===== config.mk =====
export PLATFORM = sky130hd
export DESIGN_NAME = if_sram_ctrl
export DESIGN_NICKNAME = d
export VERILOG_FILES = /design/src/rtl/if_sram_ctrl.sv
export SDC_FILE = /design/constraint.sdc
export NUM_CORES = 1
export LEC_CHECK = 0
export ABC_AREA = 1
export ABC_CLOCK_PERIOD_IN_PS = 2450
export CORE_MARGIN = 5
export CORE_UTILIZATION = 40
export CTS_BUF_LIST = sky130_fd_sc_hd__clkbuf_8
export DETAILED_ROUTE_END_ITERATION = 6
export GPL_ROUTABILITY_DRIVEN = 1
export PLACE_DENSITY = 0.79
export SKIP_LAST_GASP = 1
export SYNTH_ARGS = -nofsm -noshare
export SYNTH_HDL_FRONTEND = slang
export SYNTH_SLANG_ARGS = --single-unit
export TNS_END_PERCENT = 1

===== constraint.sdc =====
create_clock -name clk -period 2.45 [get_ports clk]
set_input_delay 0.3675 -clock clk [delete_from_list [all_inputs] [get_ports clk]]
set_output_delay 0.3675 -clock clk [all_outputs]
set_load 0.03 [all_outputs]

===== src/rtl/if_sram_ctrl.sv =====
// SRAM controller shared by the IF fetch path and the MEM data port; data accesses win arbitration.
// Optional next-line prefetch buffer is enabled by defining IFETCH_PREFETCH_EN.
module if_sram_ctrl #(
    parameter int         WAIT_CYCLES = 2,
    parameter int         ADDR_W      = 20,
    parameter logic [9:0] BASE_HI     = 10'h200
) (
    input  logic              clk,
    input  logic              rst,
    input  logic [31:0]       im_addr,
    output logic [31:0]       im_data,
    output logic              if_stall,
    input  logic              mem_req,
    input  logic              mem_we,
    input  logic [3:0]        mem_be,
    input  logic [31:0]       mem_addr,
    input  logic [31:0]       mem_wdata,
    output logic [31:0]       mem_rdata,
    output logic              mem_ack,
    output logic [ADDR_W-1:0] sram_addr,
    output logic [31:0]       sram_dq_o,
    input  logic [31:0]       sram_dq_i,
    output logic              sram_dq_oe,
    output logic              sram_ce_n,
    output logic              sram_oe_n,
    output logic              sram_we_n,
    output logic [3:0]        sram_be_n
);
    typedef enum logic [2:0] {IDLE, IREAD, DREAD, DWRITE, TURN} state_t;
    localparam logic [2:0] LAST = 3'(WAIT_CYCLES - 1);

    state_t      state;
    logic [2:0]  cnt;
    logic        ivalid;
    logic [31:0] iaddr_q;
    logic [31:0] idata_q;
    logic        main_hit;
    logic        ihit;
    logic        i_in;
    logic        d_in;
    logic        d_start;
    logic        last;
    logic        wr_hit_i;
    logic        unused_bits;

    assign main_hit    = ivalid && (iaddr_q == im_addr);
    assign i_in        = im_addr[31:22] == BASE_HI;
    assign d_in        = mem_addr[31:22] == BASE_HI;
    // mem_req is still high during the ack cycle; it must not launch a second access
    assign d_start     = mem_req && !mem_ack;
    assign last        = cnt == LAST;
    assign wr_hit_i    = mem_addr[ADDR_W+1:2] == iaddr_q[ADDR_W+1:2];
    assign unused_bits = ^{im_addr[1:0], mem_addr[1:0]};

`ifdef IFETCH_PREFETCH_EN
    logic        pvalid;
    logic        pf_q;
    logic        phit;
    logic        promote;
    logic        pf_need;
    logic        wr_hit_p;
    logic [31:0] paddr_q;
    logic [31:0] pdata;
    logic [31:0] pf_addr;

    assign pf_addr  = iaddr_q + 32'd4;
    assign phit     = pvalid && (paddr_q == im_addr);
    assign promote  = phit && !main_hit;
    assign ihit     = main_hit || phit;
    assign im_data  = promote ? pdata : idata_q;
    assign pf_need  = main_hit && (pf_addr[31:22] == BASE_HI) && (!pvalid || paddr_q != pf_addr);
    assign wr_hit_p = mem_addr[ADDR_W+1:2] == paddr_q[ADDR_W+1:2];
`else
    assign ihit    = main_hit;
    assign im_data = idata_q;
`endif

    assign if_stall = ~ihit;

    always_ff @(posedge clk) begin
        if (!rst) begin
            state      <= IDLE;
            cnt        <= '0;
            ivalid     <= 1'b0;
            iaddr_q    <= '0;
            idata_q    <= '0;
            mem_rdata  <= '0;
            mem_ack    <= 1'b0;
            sram_addr  <= '0;
            sram_dq_o  <= '0;
            sram_dq_oe <= 1'b0;
            sram_ce_n  <= 1'b1;
            sram_oe_n  <= 1'b1;
            sram_we_n  <= 1'b1;
            sram_be_n  <= 4'hF;
`ifdef IFETCH_PREFETCH_EN
            pvalid     <= 1'b0;
            pf_q       <= 1'b0;
            paddr_q    <= '0;
            pdata      <= '0;
`endif
        end else begin
            mem_ack <= 1'b0;
`ifdef IFETCH_PREFETCH_EN
            if (promote) begin
                idata_q <= pdata;
                iaddr_q <= paddr_q;
                ivalid  <= 1'b1;
            end
`endif
            case (state)
                IDLE: begin
                    cnt <= '0;
                    if (d_start) begin
                        if (!d_in) begin
                            mem_ack   <= 1'b1;
                            mem_rdata <= '0;
                        end else begin
                            sram_addr <= mem_addr[ADDR_W+1:2];
                            sram_ce_n <= 1'b0;
                            if (mem_we) begin
                                sram_we_n  <= 1'b0;
                                sram_dq_oe <= 1'b1;
                                sram_dq_o  <= mem_wdata;
                                sram_be_n  <= ~mem_be;
                                state      <= DWRITE;
                            end else begin
                                sram_oe_n <= 1'b0;
                                sram_be_n <= 4'h0;
                                state     <= DREAD;
                            end
                        end
                    end else if (!ihit) begin
                        if (!i_in) begin
                            // unmapped fetch returns a NOP without touching the SRAM
                            idata_q <= '0;
                            iaddr_q <= im_addr;
                            ivalid  <= 1'b1;
                        end else begin
                            sram_addr <= im_addr[ADDR_W+1:2];
                            sram_ce_n <= 1'b0;
                            sram_oe_n <= 1'b0;
                            sram_be_n <= 4'h0;
                            state     <= IREAD;
                        end
                    end
`ifdef IFETCH_PREFETCH_EN
                    else if (pf_need) begin
                        sram_addr <= pf_addr[ADDR_W+1:2];
                        sram_ce_n <= 1'b0;
                        sram_oe_n <= 1'b0;
                        sram_be_n <= 4'h0;
                        paddr_q   <= pf_addr;
                        pvalid    <= 1'b0;
                        pf_q      <= 1'b1;
                        state     <= IREAD;
                    end
`endif
                end
                IREAD: begin
                    if (last) begin
                        sram_ce_n <= 1'b1;
                        sram_oe_n <= 1'b1;
                        sram_be_n <= 4'hF;
                        state     <= IDLE;
`ifdef IFETCH_PREFETCH_EN
                        if (pf_q) begin
                            pdata  <= sram_dq_i;
                            pvalid <= 1'b1;
                            pf_q   <= 1'b0;
                        end else
`endif
                        begin
                            idata_q <= sram_dq_i;
                            iaddr_q <= im_addr;
                            ivalid  <= 1'b1;
                        end
                    end else begin
                        cnt <= cnt + 3'd1;
                    end
                end
                DREAD: begin
                    if (last) begin
                        sram_ce_n <= 1'b1;
                        sram_oe_n <= 1'b1;
                        sram_be_n <= 4'hF;
                        mem_rdata <= sram_dq_i;
                        mem_ack   <= 1'b1;
                        state     <= IDLE;
                    end else begin
                        cnt <= cnt + 3'd1;
                    end
                end
                DWRITE: begin
                    if (last) begin
                        // strobes rise first; the bus stays driven one more cycle for hold time
                        sram_ce_n <= 1'b1;
                        sram_we_n <= 1'b1;
                        sram_be_n <= 4'hF;
                        cnt       <= '0;
                        state     <= TURN;
                    end else begin
                        cnt <= cnt + 3'd1;
                    end
                end
                TURN: begin
                    sram_dq_oe <= 1'b0;
                    mem_ack    <= 1'b1;
                    state      <= IDLE;
                    if (wr_hit_i)
                        ivalid <= 1'b0;
`ifdef IFETCH_PREFETCH_EN
                    if (wr_hit_p) begin
                        pvalid <= 1'b0;
                        if (promote)
                            ivalid <= 1'b0;
                    end
`endif
                end
                default: state <= IDLE;
            endcase
        end
    end
endmodule


==> results of run 1 <==
-- cell families (layout without fill, tap and decap cells) --
group	count (synthesis)	count (layout)	share of synthesized area [%]
fa+ha+maj	2	2	0.320
xor+xnor	4	4	0.449
buf+inv	180	447	9.65
compound gates	203	203	13.1
other cells	0	1	0
simple gates	679	679	34.4
flops	164	164	42.1
-- worst max-delay path, cell delays in order --
cell	delay (ns)
sky130_fd_sc_hd__clkdlybuf4s50_1	0.53
sky130_fd_sc_hd__inv_1	0.07
sky130_fd_sc_hd__nand2_1	0.11
sky130_fd_sc_hd__nand4_1	0.11
sky130_fd_sc_hd__nor3_1	0.20
sky130_fd_sc_hd__nand2_1	0.11
sky130_fd_sc_hd__nor4_1	0.18
sky130_fd_sc_hd__nand3_1	0.16
sky130_fd_sc_hd__buf_6	0.17
-- layout make-up --
| cell class | instances | area [sq um] | share of cell area (%) |
|---|---|---|---|
| Multi-Input combinational cell | 888 | 3780 | 33.8 |
| Inverter | 127 | 477 | 4.27 |
| Timing Repair Buffer | 288 | 2900 | 26.0 |
| Antenna cell | 1 | 2.50 | 0.0224 |
| Clock buffer | 17 | 234 | 2.09 |
| Clock inverter | 15 | 163 | 1.46 |
| Tap cell | 265 | 332 | 2.97 |
| Sequential cell | 164 | 3280 | 29.4 |
-- through the flow --
step	hold WS [ns]	setup TNS [ns]	area (sq um)
2_1_floorplan	0.412	0	7810
4_1_cts	0.213	0	11200
3_3_place_gp	0.426	0	10800
5_1_grt	0.229	0	11200
3_5_place_dp	0.440	-0.342	10800
6_report	0.249	0	11200
-- state kept, by name (all words and copies together), names as in the netlist --
register / flops
sram_ce_n: 1
sram_be_n: 4
sram_we_n: 1
ivalid: 1
mem_ack: 1
sram_dq_o: 32
mem_rdata: 32
sram_oe_n: 1
iaddr_q: 32
state: 3
cnt: 3
im_data: 32
sram_dq_oe: 1
sram_addr: 20
-- power groups by stage --
stage                     clock [uW]  combinational, uW  sequential (uW)
final                           1980               1920             3010
after global routing            2150               2110             3040
after CTS                       2040               1920             3010
after detailed placement           0               1910             3070
after global placement             0               1880             3060
after floorplan                    0                922             3270
-- layer usage --
| metal | global-route usage (%) | vias up | part of all wire (%) |
|---|---|---|---|
| met5 | 0 | - | 0 |
| met1 | 25.4 | 3854 | 41 |
| met4 | 7.78 | 0 | 2.4 |
| li1 | - | 4361 | - |
| met3 | 8.75 | 37 | 10 |
| met2 | 37.3 | 301 | 47 |
-- repair_timing --
| item | 4_1_cts | 5_1_grt |
|---|---|---|
| resized for setup | 0 | 4 |
| hold endpoints to repair | 0 | 0 |
| endpoints found under the setup margin | 0 | 1 |
-- final timing paths --
| kind | start | end | slack, ns | cells after the start |
|---|---|---|---|---|
| setup / recovery | im_addr[11] | if_stall | 0.07 | 9 |
| setup reg to reg | iaddr_q[5] | im_data[27] | 0.41 | 13 |
| hold reg to reg | cnt[2] | cnt[2] | 0.45 | 1 |
| hold / removal | rst | mem_rdata[19] | 0.25 | 3 |
-- cells in the final DEF (no fill, tap or decap), drive strengths merged --
master | synthesis | final
dlymetal6s2s | 0 | 2
diode | 0 | 1
clkinv | 0 | 4
nor4 | 3 | 3
nand2 | 333 | 333
a31oi | 1 | 1
xor2 | 2 | 2
nand4 | 23 | 23
nor2 | 287 | 287
clkbuf | 31 | 17
nor3 | 3 | 3
inv | 127 | 135
nand3b | 1 | 1
dfxtp | 164 | 164
o211ai | 1 | 1
xnor2 | 2 | 2
clkdlybuf4s50 | 0 | 255
or2 | 1 | 1
a21oi | 73 | 73
clkinvlp | 0 | 3
ha | 2 | 2
o21ai | 127 | 127
and3 | 1 | 1
a211oi | 1 | 1
buf | 22 | 31
nand3 | 27 | 27
-- Yosys cell counts --
cell | count | area share [%]
sky130_fd_sc_hd__or2_0 | 1 | 0.080
sky130_fd_sc_hd__inv_2 | 15 | 0.72
sky130_fd_sc_hd__nor3_1 | 3 | 0.19
sky130_fd_sc_hd__nand3_1 | 27 | 1.7
sky130_fd_sc_hd__xor2_1 | 2 | 0.22
sky130_fd_sc_hd__a21oi_2 | 1 | 0.11
sky130_fd_sc_hd__dfxtp_1 | 164 | 42
sky130_fd_sc_hd__ha_1 | 2 | 0.32
sky130_fd_sc_hd__buf_6 | 8 | 1.2
sky130_fd_sc_hd__nor2_1 | 282 | 14
sky130_fd_sc_hd__buf_2 | 10 | 0.64
sky130_fd_sc_hd__nand2_1 | 332 | 16
sky130_fd_sc_hd__xnor2_1 | 2 | 0.22
sky130_fd_sc_hd__buf_4 | 1 | 0.096
sky130_fd_sc_hd__a211oi_1 | 1 | 0.096
sky130_fd_sc_hd__clkbuf_2 | 1 | 0.064
sky130_fd_sc_hd__and3_1 | 1 | 0.080
sky130_fd_sc_hd__buf_1 | 3 | 0.14
sky130_fd_sc_hd__a31oi_1 | 1 | 0.080
sky130_fd_sc_hd__inv_1 | 112 | 5.4
sky130_fd_sc_hd__nand3b_1 | 1 | 0.096
sky130_fd_sc_hd__nand4_1 | 23 | 1.8
sky130_fd_sc_hd__nor2_4 | 2 | 0.29
sky130_fd_sc_hd__o211ai_1 | 1 | 0.096
sky130_fd_sc_hd__a21oi_1 | 72 | 4.6
sky130_fd_sc_hd__nor4_1 | 3 | 0.24
sky130_fd_sc_hd__o21ai_1 | 19 | 1.2
sky130_fd_sc_hd__o21ai_0 | 108 | 6.9
sky130_fd_sc_hd__clkbuf_1 | 30 | 1.4
sky130_fd_sc_hd__nand2_2 | 1 | 0.080
sky130_fd_sc_hd__nor2_2 | 3 | 0.24
==> flow_summary.toml, run 1 <==
[min_path]
holdCritPathClass = "input pin to register"

[clock_tree]
htreeDepth = 4
cts.sinks = 164
tritoncts = "yes"
clkLatencyLatePin_ns = 0.47
root_buffer = "sky130_fd_sc_hd__clkbuf_8"
cts-root-to-sink-buffers = 2
number_of_setup_buffers_added_after_cts = 0
clk_transition_reported_paths_ns = 0.11
hold_fix_buffers_at_cts = 0
cts_inserted_buffers = 17

[global_route]
antenna_found_initial = 0
grt_max_degree = 82
number_of_global_route_vias_before_repair = 8140
global_route.usage.total_pct = 22.1
global_route_wire_length_before_repair_microns = 39800
globalRoute.totalOverflow = 0

[routing]
route.vias.total = 8553
dr.first_iter.drc_count = 456
routed_via_count_divided_by_cell_count = 4.85
ant_nets = 0
length_of_the_first_detailed_routing_pass_in_iterations = 5
drc = 0
routed_wl_microns = 25500
wl_per_cell_microns = 14.4

[pwr]
p_int_uw = 4430
power.switching_fraction_pct = 35.8
static-leakage-power_uw = 0.00501
power.ir.vdd_worst_uv = 340
seq_power_share_pct = 43.5
cellPowerDensity_nw_per_um2 = 618
switching_power_uw = 2480
clock_power_share_pct = 28.7
design_power_total_uw = 6910
power.combinational.fraction_pct = 27.8

[yosys]
synthCells = 1232
synth.distinct_cells = 31
syn-cell-area_sq_um = 7810
share_of_the_yosys_chip_area_belonging_to_registers_pct = 42.1
synth_area_per_cell_sq_um = 6.34
ys_warn_count = 0
synthesis.nets = 1370
synth.ff_latch_count = 164

[status]
run_status = "completed"

[finish]
flow.area_growth_from_synthesis_pct = 43.1
drive_gt1_share_pct = 5.87
final_layout_net_count = 1624
final_non_filler_cells = 1765
fin_util_pct = 57.8
nFillCells = 1809

[sta]
max-slew-margin-rel_pct = 53.2
timing.final.max_slew_violations = 0
fmaxAchievable_mhz = 419
worst_setup_slack_final_ns = 0.0655
rsz_0062_raised_after_global_routing = "no"
final-hold-violation-count = 0
finalWorstPathRequiredPeriod_ns = 2.38
setup-violations-final = 0
post-route-period-util_pct = 97.3
finClkSkew_ns = 0.0203
worst_slew_pin_slew_ns = 0.700

[worst_setup_path]
cp_max_fo = 3
cp_data_arrival_time_ns = 2.02
path_class = "input pin to output port"
critical_path.endpoint_type = "output port"
timing.critical_path.required_ns = 2.08
cp-start-kind = "input pin"

[placed_design]
gp_congestion = 0.922
placedCellCount = 1732
buffer_ports.inserted = 259
dp_hpwl_microns = 18700
pre_cts_ws_ns = -0.0353

[die]
dieArea_sq_um = 22400
die_x_microns = 150
dieHeight_microns = 150
initial_core_util_pct = 40.4
fp-row-count = 51
io-pin-count = 262
design.core.area_sq_um = 19300

[job]
cap_violations = 0
Note: power is estimated with default switching activity, not from simulation.
==> run 2: changes to the inputs <==
--- a/config.mk
+++ b/config.mk
@@ -8,11 +8,11 @@
 export ABC_AREA = 1
 export ABC_CLOCK_PERIOD_IN_PS = 2450
 export CORE_MARGIN = 5
-export CORE_UTILIZATION = 40
+export CORE_UTILIZATION = 25
 export CTS_BUF_LIST = sky130_fd_sc_hd__clkbuf_8
 export DETAILED_ROUTE_END_ITERATION = 6
 export GPL_ROUTABILITY_DRIVEN = 1
-export PLACE_DENSITY = 0.79
+export PLACE_DENSITY = 0.56
 export SKIP_LAST_GASP = 1
 export SYNTH_ARGS = -nofsm -noshare
 export SYNTH_HDL_FRONTEND = slang
==> flow_summary.toml, run 2 (synthesis results as in run 1) <==
[sta]
fmaxAchievable_mhz = 414
finClkSkew_ns = 0.0210
timing.final.max_slew_violations = 0
worst_setup_slack_final_ns = 0.0359
worst_slew_pin_slew_ns = 0.741
final-hold-violation-count = 0
finalWorstPathRequiredPeriod_ns = 2.41
rsz_0062_raised_after_global_routing = "yes"
max-slew-margin-rel_pct = 50.5
setup-violations-final = 0
post-route-period-util_pct = 98.5

[finish]
final_layout_net_count = 1650
sequential_cell_area_sq_um = 3290
mostFrequentLayoutCell = "sky130_fd_sc_hd__nand2_1"
insertedDiodeCount = 0
drive_gt1_share_pct = 7.74
nFillCells = 3304
final_cell_mix = "331 x sky130_fd_sc_hd__nand2_1, 281 x sky130_fd_sc_hd__nor2_1, 254 x sky130_fd_sc_hd__clkdlybuf4s50_1, 162 x sky130_fd_sc_hd__dfxtp_1, 112 x sky130_fd_sc_hd__inv_1"
fin_util_pct = 37.6
multiInputGateArea_sq_um = 3790
flow.area_growth_from_synthesis_pct = 47.9

[placed_design]
gp_congestion = 0.844
buffer_ports.inserted = 259
dp_hpwl_microns = 20600
pre_cts_ws_ns = -0.0703

[die]
dieArea_sq_um = 34900
fp-row-count = 64
io-pin-count = 262
dieHeight_microns = 187
die_x_microns = 187
initial_core_util_pct = 25.4
design.core.area_sq_um = 30700

[clock_tree]
cts_inserted_buffers = 17
htreeDepth = 4
number_of_setup_buffers_added_after_cts = 0
hold_fix_buffers_at_cts = 0
clk_transition_reported_paths_ns = 0.11
cts-root-to-sink-buffers = 2
root_buffer = "sky130_fd_sc_hd__clkbuf_8"
cts.sinks = 164
clkLatencyLatePin_ns = 0.48
tritoncts = "yes"

[worst_setup_path]
cp_top_family = "buffers and inverters"
cp_data_arrival_time_ns = 2.05
path_cells = "clkdlybuf4s50_1 > inv_1 > nand2_1 > buf_4 > nand4_1 > nor4_1 > and3_1 > nand3_1 > buf_6"
critical-path-slowest-cell = "sky130_fd_sc_hd__clkdlybuf4s50_1"
path_class = "input pin to output port"
worst_r2r_startpoint = "state[0]"
worst-path-buf-inv = 4
ff2ff_setup_slack_ns = 0.40
cp-start-kind = "input pin"
worst-r2r-cell-count = 10
max_stage_delay_ns = 0.53
timing.critical_path.required_ns = 2.08
cp_max_fo = 3
r2r_end = "mem_rdata[9]"
critical_path.endpoint_type = "output port"

[routing]
routed_wl_microns = 28100
routed_via_count_divided_by_cell_count = 4.42
drc = 0
dr.first_iter.drc_count = 488
length_of_the_first_detailed_routing_pass_in_iterations = 5
route.vias.total = 8482
wl_per_cell_microns = 14.6
ant_nets = 0

[pwr]
cellPowerDensity_nw_per_um2 = 607
static-leakage-power_uw = 0.00515
design_power_total_uw = 7010
power.ir.vdd_worst_uv = 311

[global_route]
grt_max_degree = 62
globalRoute.totalOverflow = 0
global_route_wire_length_before_repair_microns = 44400
number_of_global_route_vias_before_repair = 8182
global_route.usage.total_pct = 15.7
antenna_found_initial = 1

[min_path]
hold_path_depth = 3
hp-start = "im_addr[4]"
holdCritPathClass = "input pin to register"
hold-path-endpoint = "iaddr_q[4]"

[job]
cap_violations = 0

[status]
run_status = "completed"
run 2: through the flow:
step,TNS [ns],std cells,cell area (sq um),hold WS [ns]
3_3_place_gp,-1.76,1889,11100,0.425
2_1_floorplan,0,1232,7810,0.412
6_report,0,1921,11500,0.229
3_5_place_dp,-3.18,1889,11100,0.446
5_1_grt,-0.0238,1921,11500,0.245
4_1_cts,0,1921,11500,0.256
run 2: layer usage:
metal | share of wire, % | vias to the layer above | track usage [%]
met1 | 44 | 3822 | 19.5
met3 | 9.2 | 22 | 6.88
met5 | 0.071 | - | 0
li1 | - | 4401 | -
met4 | 0.98 | 2 | 3.24
met2 | 45 | 235 | 25.6
run 2: how the worst max path moves through the flow:
stage	start	slack, ns	cells after the start	to
2_1_floorplan	state[0]	0.76	14	iaddr_q[2]
3_3_place_gp	im_addr[3]	-0.04	14	im_data[31]
3_5_place_dp	im_addr[6]	-0.07	14	im_data[14]
4_1_cts	im_addr[22]	0.0002	9	if_stall
5_1_grt	im_addr[19]	-0.02	9	if_stall
6_report	im_addr[19]	0.04	9	if_stall
run 2: cell type report:
cell class | count | share of cell area (%)
Clock inverter | 13 | 1.08
Tap cell | 396 | 4.29
Timing Repair Buffer | 314 | 26.9
Sequential cell | 164 | 28.4
Clock buffer | 19 | 2.26
Multi-Input combinational cell | 888 | 32.8
Inverter | 127 | 4.13
run 2: worst reg2reg max path, delay by kind of cell (launching register included):
kind,cells,cell delay (ns)
AO/OA/AOI/OAI,2,0.24
buffers and inverters,3,0.46
flip-flops,1,0.39
AND/OR/NAND/NOR,5,0.90
run 2: repair_timing:
item | in CTS | in global routing
pin swaps | 2 | 3
resized for setup | 1 | 8
endpoints found under the hold margin | 0 | 0
setup endpoints to repair | 1 | 1
run 2: where the power goes:
group / total (uW) / leakage, uW / internal (uW) / switching (uW)
Sequential: 3010 / 0.00134 / 2870 / 137
Combinational: 1990 / 0.00361 / 834 / 1150
Clock: 2020 / 0.000198 / 810 / 1210
Total: 7010 / 0.00515 / 4510 / 2500
==> run 3: changes to the inputs <==
--- a/config.mk
+++ b/config.mk
@@ -13,6 +13,7 @@
 export DETAILED_ROUTE_END_ITERATION = 6
 export GPL_ROUTABILITY_DRIVEN = 1
 export PLACE_DENSITY = 0.56
+export SKIP_CTS_REPAIR_TIMING = 1
 export SKIP_LAST_GASP = 1
 export SYNTH_ARGS = -nofsm -noshare
 export SYNTH_HDL_FRONTEND = slang
==> flow_summary.toml, run 3 (synthesis results as in run 1) <==
[status]
run_status = "completed"

[worst_setup_path]
r2r_end = "mem_rdata[0]"
cp_data_arrival_time_ns = 1.98
worst-r2r-cell-count = 10
ff2ff_setup_slack_ns = 0.40
timing.critical_path.required_ns = 2.08
critical_path.endpoint_type = "output port"
cp-start-kind = "input pin"
worst_r2r_startpoint = "state[0]"
cp_max_fo = 3
path_class = "input pin to output port"

[pwr]
design_power_total_uw = 7020
power.ir.vdd_worst_uv = 313
static-leakage-power_uw = 0.00516
power.combinational.fraction_pct = 28.3
cellPowerDensity_nw_per_um2 = 607
clock_power_share_pct = 28.8
power.switching_fraction_pct = 35.7
p_int_uw = 4520
switching_power_uw = 2500
seq_power_share_pct = 42.8

[clock_tree]
clkLatencyLatePin_ns = 0.48
root_buffer = "sky130_fd_sc_hd__clkbuf_8"
cts-root-to-sink-buffers = 2
tritoncts = "yes"
clk_transition_reported_paths_ns = 0.11
htreeDepth = 4
cts.sinks = 164
cts_inserted_buffers = 17

[die]
die_x_microns = 187
fp-row-count = 64
initial_core_util_pct = 25.4
dieHeight_microns = 187
io-pin-count = 262
dieArea_sq_um = 34900
design.core.area_sq_um = 30700

[finish]
flow.area_growth_from_synthesis_pct = 48.1
drive_gt1_share_pct = 8.07
final_cell_area_sq_um = 11600
insertedDiodeCount = 0
final_layout_net_count = 1650
mostFrequentLayoutCell = "sky130_fd_sc_hd__nand2_1"
final_cell_mix = "329 x sky130_fd_sc_hd__nand2_1, 281 x sky130_fd_sc_hd__nor2_1, 253 x sky130_fd_sc_hd__clkdlybuf4s50_1, 160 x sky130_fd_sc_hd__dfxtp_1, 112 x sky130_fd_sc_hd__inv_1"

[min_path]
hp-start = "im_addr[11]"
hold_path_depth = 3
hold-path-endpoint = "iaddr_q[11]"
holdCritPathClass = "input pin to register"

[sta]
rsz_0062_raised_after_global_routing = "no"
timing.final.max_slew_violations = 0
worst_slew_pin_slew_ns = 0.736
post-route-period-util_pct = 96.0
setup-violations-final = 0
finClkSkew_ns = 0.0209
fmaxAchievable_mhz = 425
final.hold.worst_slack_ns = 0.240
max-slew-margin-rel_pct = 50.9
fin_tns_setup_ns = 0
finalWorstPathRequiredPeriod_ns = 2.35
final-hold-violation-count = 0

[routing]
wl_per_cell_microns = 14.6
length_of_the_first_detailed_routing_pass_in_iterations = 5
drc = 0
routed_via_count_divided_by_cell_count = 4.41
route.vias.total = 8479
routed_wl_microns = 28100
dr.first_iter.drc_count = 489
ant_nets = 0

[global_route]
antenna_found_initial = 1
number_of_global_route_vias_before_repair = 8188
global_route_wire_length_before_repair_microns = 44400
globalRoute.totalOverflow = 0
global_route.usage.total_pct = 15.7
grt_max_degree = 62

[placed_design]
gp_congestion = 0.844
dp_hpwl_microns = 20600
dpl_cell_area_sq_um = 11100
buffer_ports.inserted = 259

[job]
cap_violations = 0
run 3: cell count changes in the layout (fill, tap and decap cells not counted), sizes merged:
cell | previous run | this run
clkdlybuf4s50 | 254 | 253
dlymetal6s2s | 3 | 4
run 3: area by class of cell:
type | instances | area (sq um)
Fill cell | 3309 | 19200
Multi-Input combinational cell | 888 | 3800
Sequential cell | 164 | 3290
Timing Repair Buffer | 314 | 3110
Tap cell | 396 | 495
Inverter | 127 | 477
Clock buffer | 19 | 262
Clock inverter | 13 | 125
run 3: worst max path at each step:
| stage | to | slack, ns | startpoint |
|---|---|---|---|
| 2_1_floorplan | iaddr_q[2] | 0.76 | state[0] |
| 3_3_place_gp | im_data[31] | -0.04 | im_addr[3] |
| 3_5_place_dp | im_data[14] | -0.07 | im_addr[6] |
| 4_1_cts | if_stall | -0.03 | iaddr_q[14] |
| 5_1_grt | if_stall | 0.02 | iaddr_q[19] |
| 6_report | if_stall | 0.1 | im_addr[19] |
run 3: worst max-delay path: stages:
cell and delay [ns]:
sky130_fd_sc_hd__clkdlybuf4s50_1 0.54, sky130_fd_sc_hd__inv_1 0.07, sky130_fd_sc_hd__nand2_1 0.11, sky130_fd_sc_hd__buf_4 0.13, sky130_fd_sc_hd__nand4_1 0.08, sky130_fd_sc_hd__nor4_1 0.23
sky130_fd_sc_hd__and3_1 0.20, sky130_fd_sc_hd__nand3_2 0.09, sky130_fd_sc_hd__buf_6 0.16
run 3: through the flow:
stage          setup slack, ns  utilization, %  instances
4_1_cts                -0.0303            37.5       1921
5_1_grt                 0.0176            37.6       1921
6_report                0.0981            37.6       1921
3_3_place_gp           -0.0365            36.2       1889
2_1_floorplan            0.763               -       1232
3_5_place_dp           -0.0703            36.2       1889
run 3: per-layer routing:
layer	vias up	GRT usage, %	part of all wire, %	routed length [microns]
met5	-	0	0.071	20
li1	4401	-	-	-
met2	247	25.6	45	12800
met3	22	7.01	9.4	2650
met1	3807	19.4	44	12400
met4	2	3.24	0.99	277
run 3: power groups by stage:
stage          Combinational, uW  Clock, uW  Sequential [uW]
2_1_floorplan                922          0             3270
3_3_place_gp                1980          0             3060
3_5_place_dp                1980          0             3070
4_1_cts                     1990       2110             3010
5_1_grt                     2210       2230             3040
6_report                    1990       2030             3010
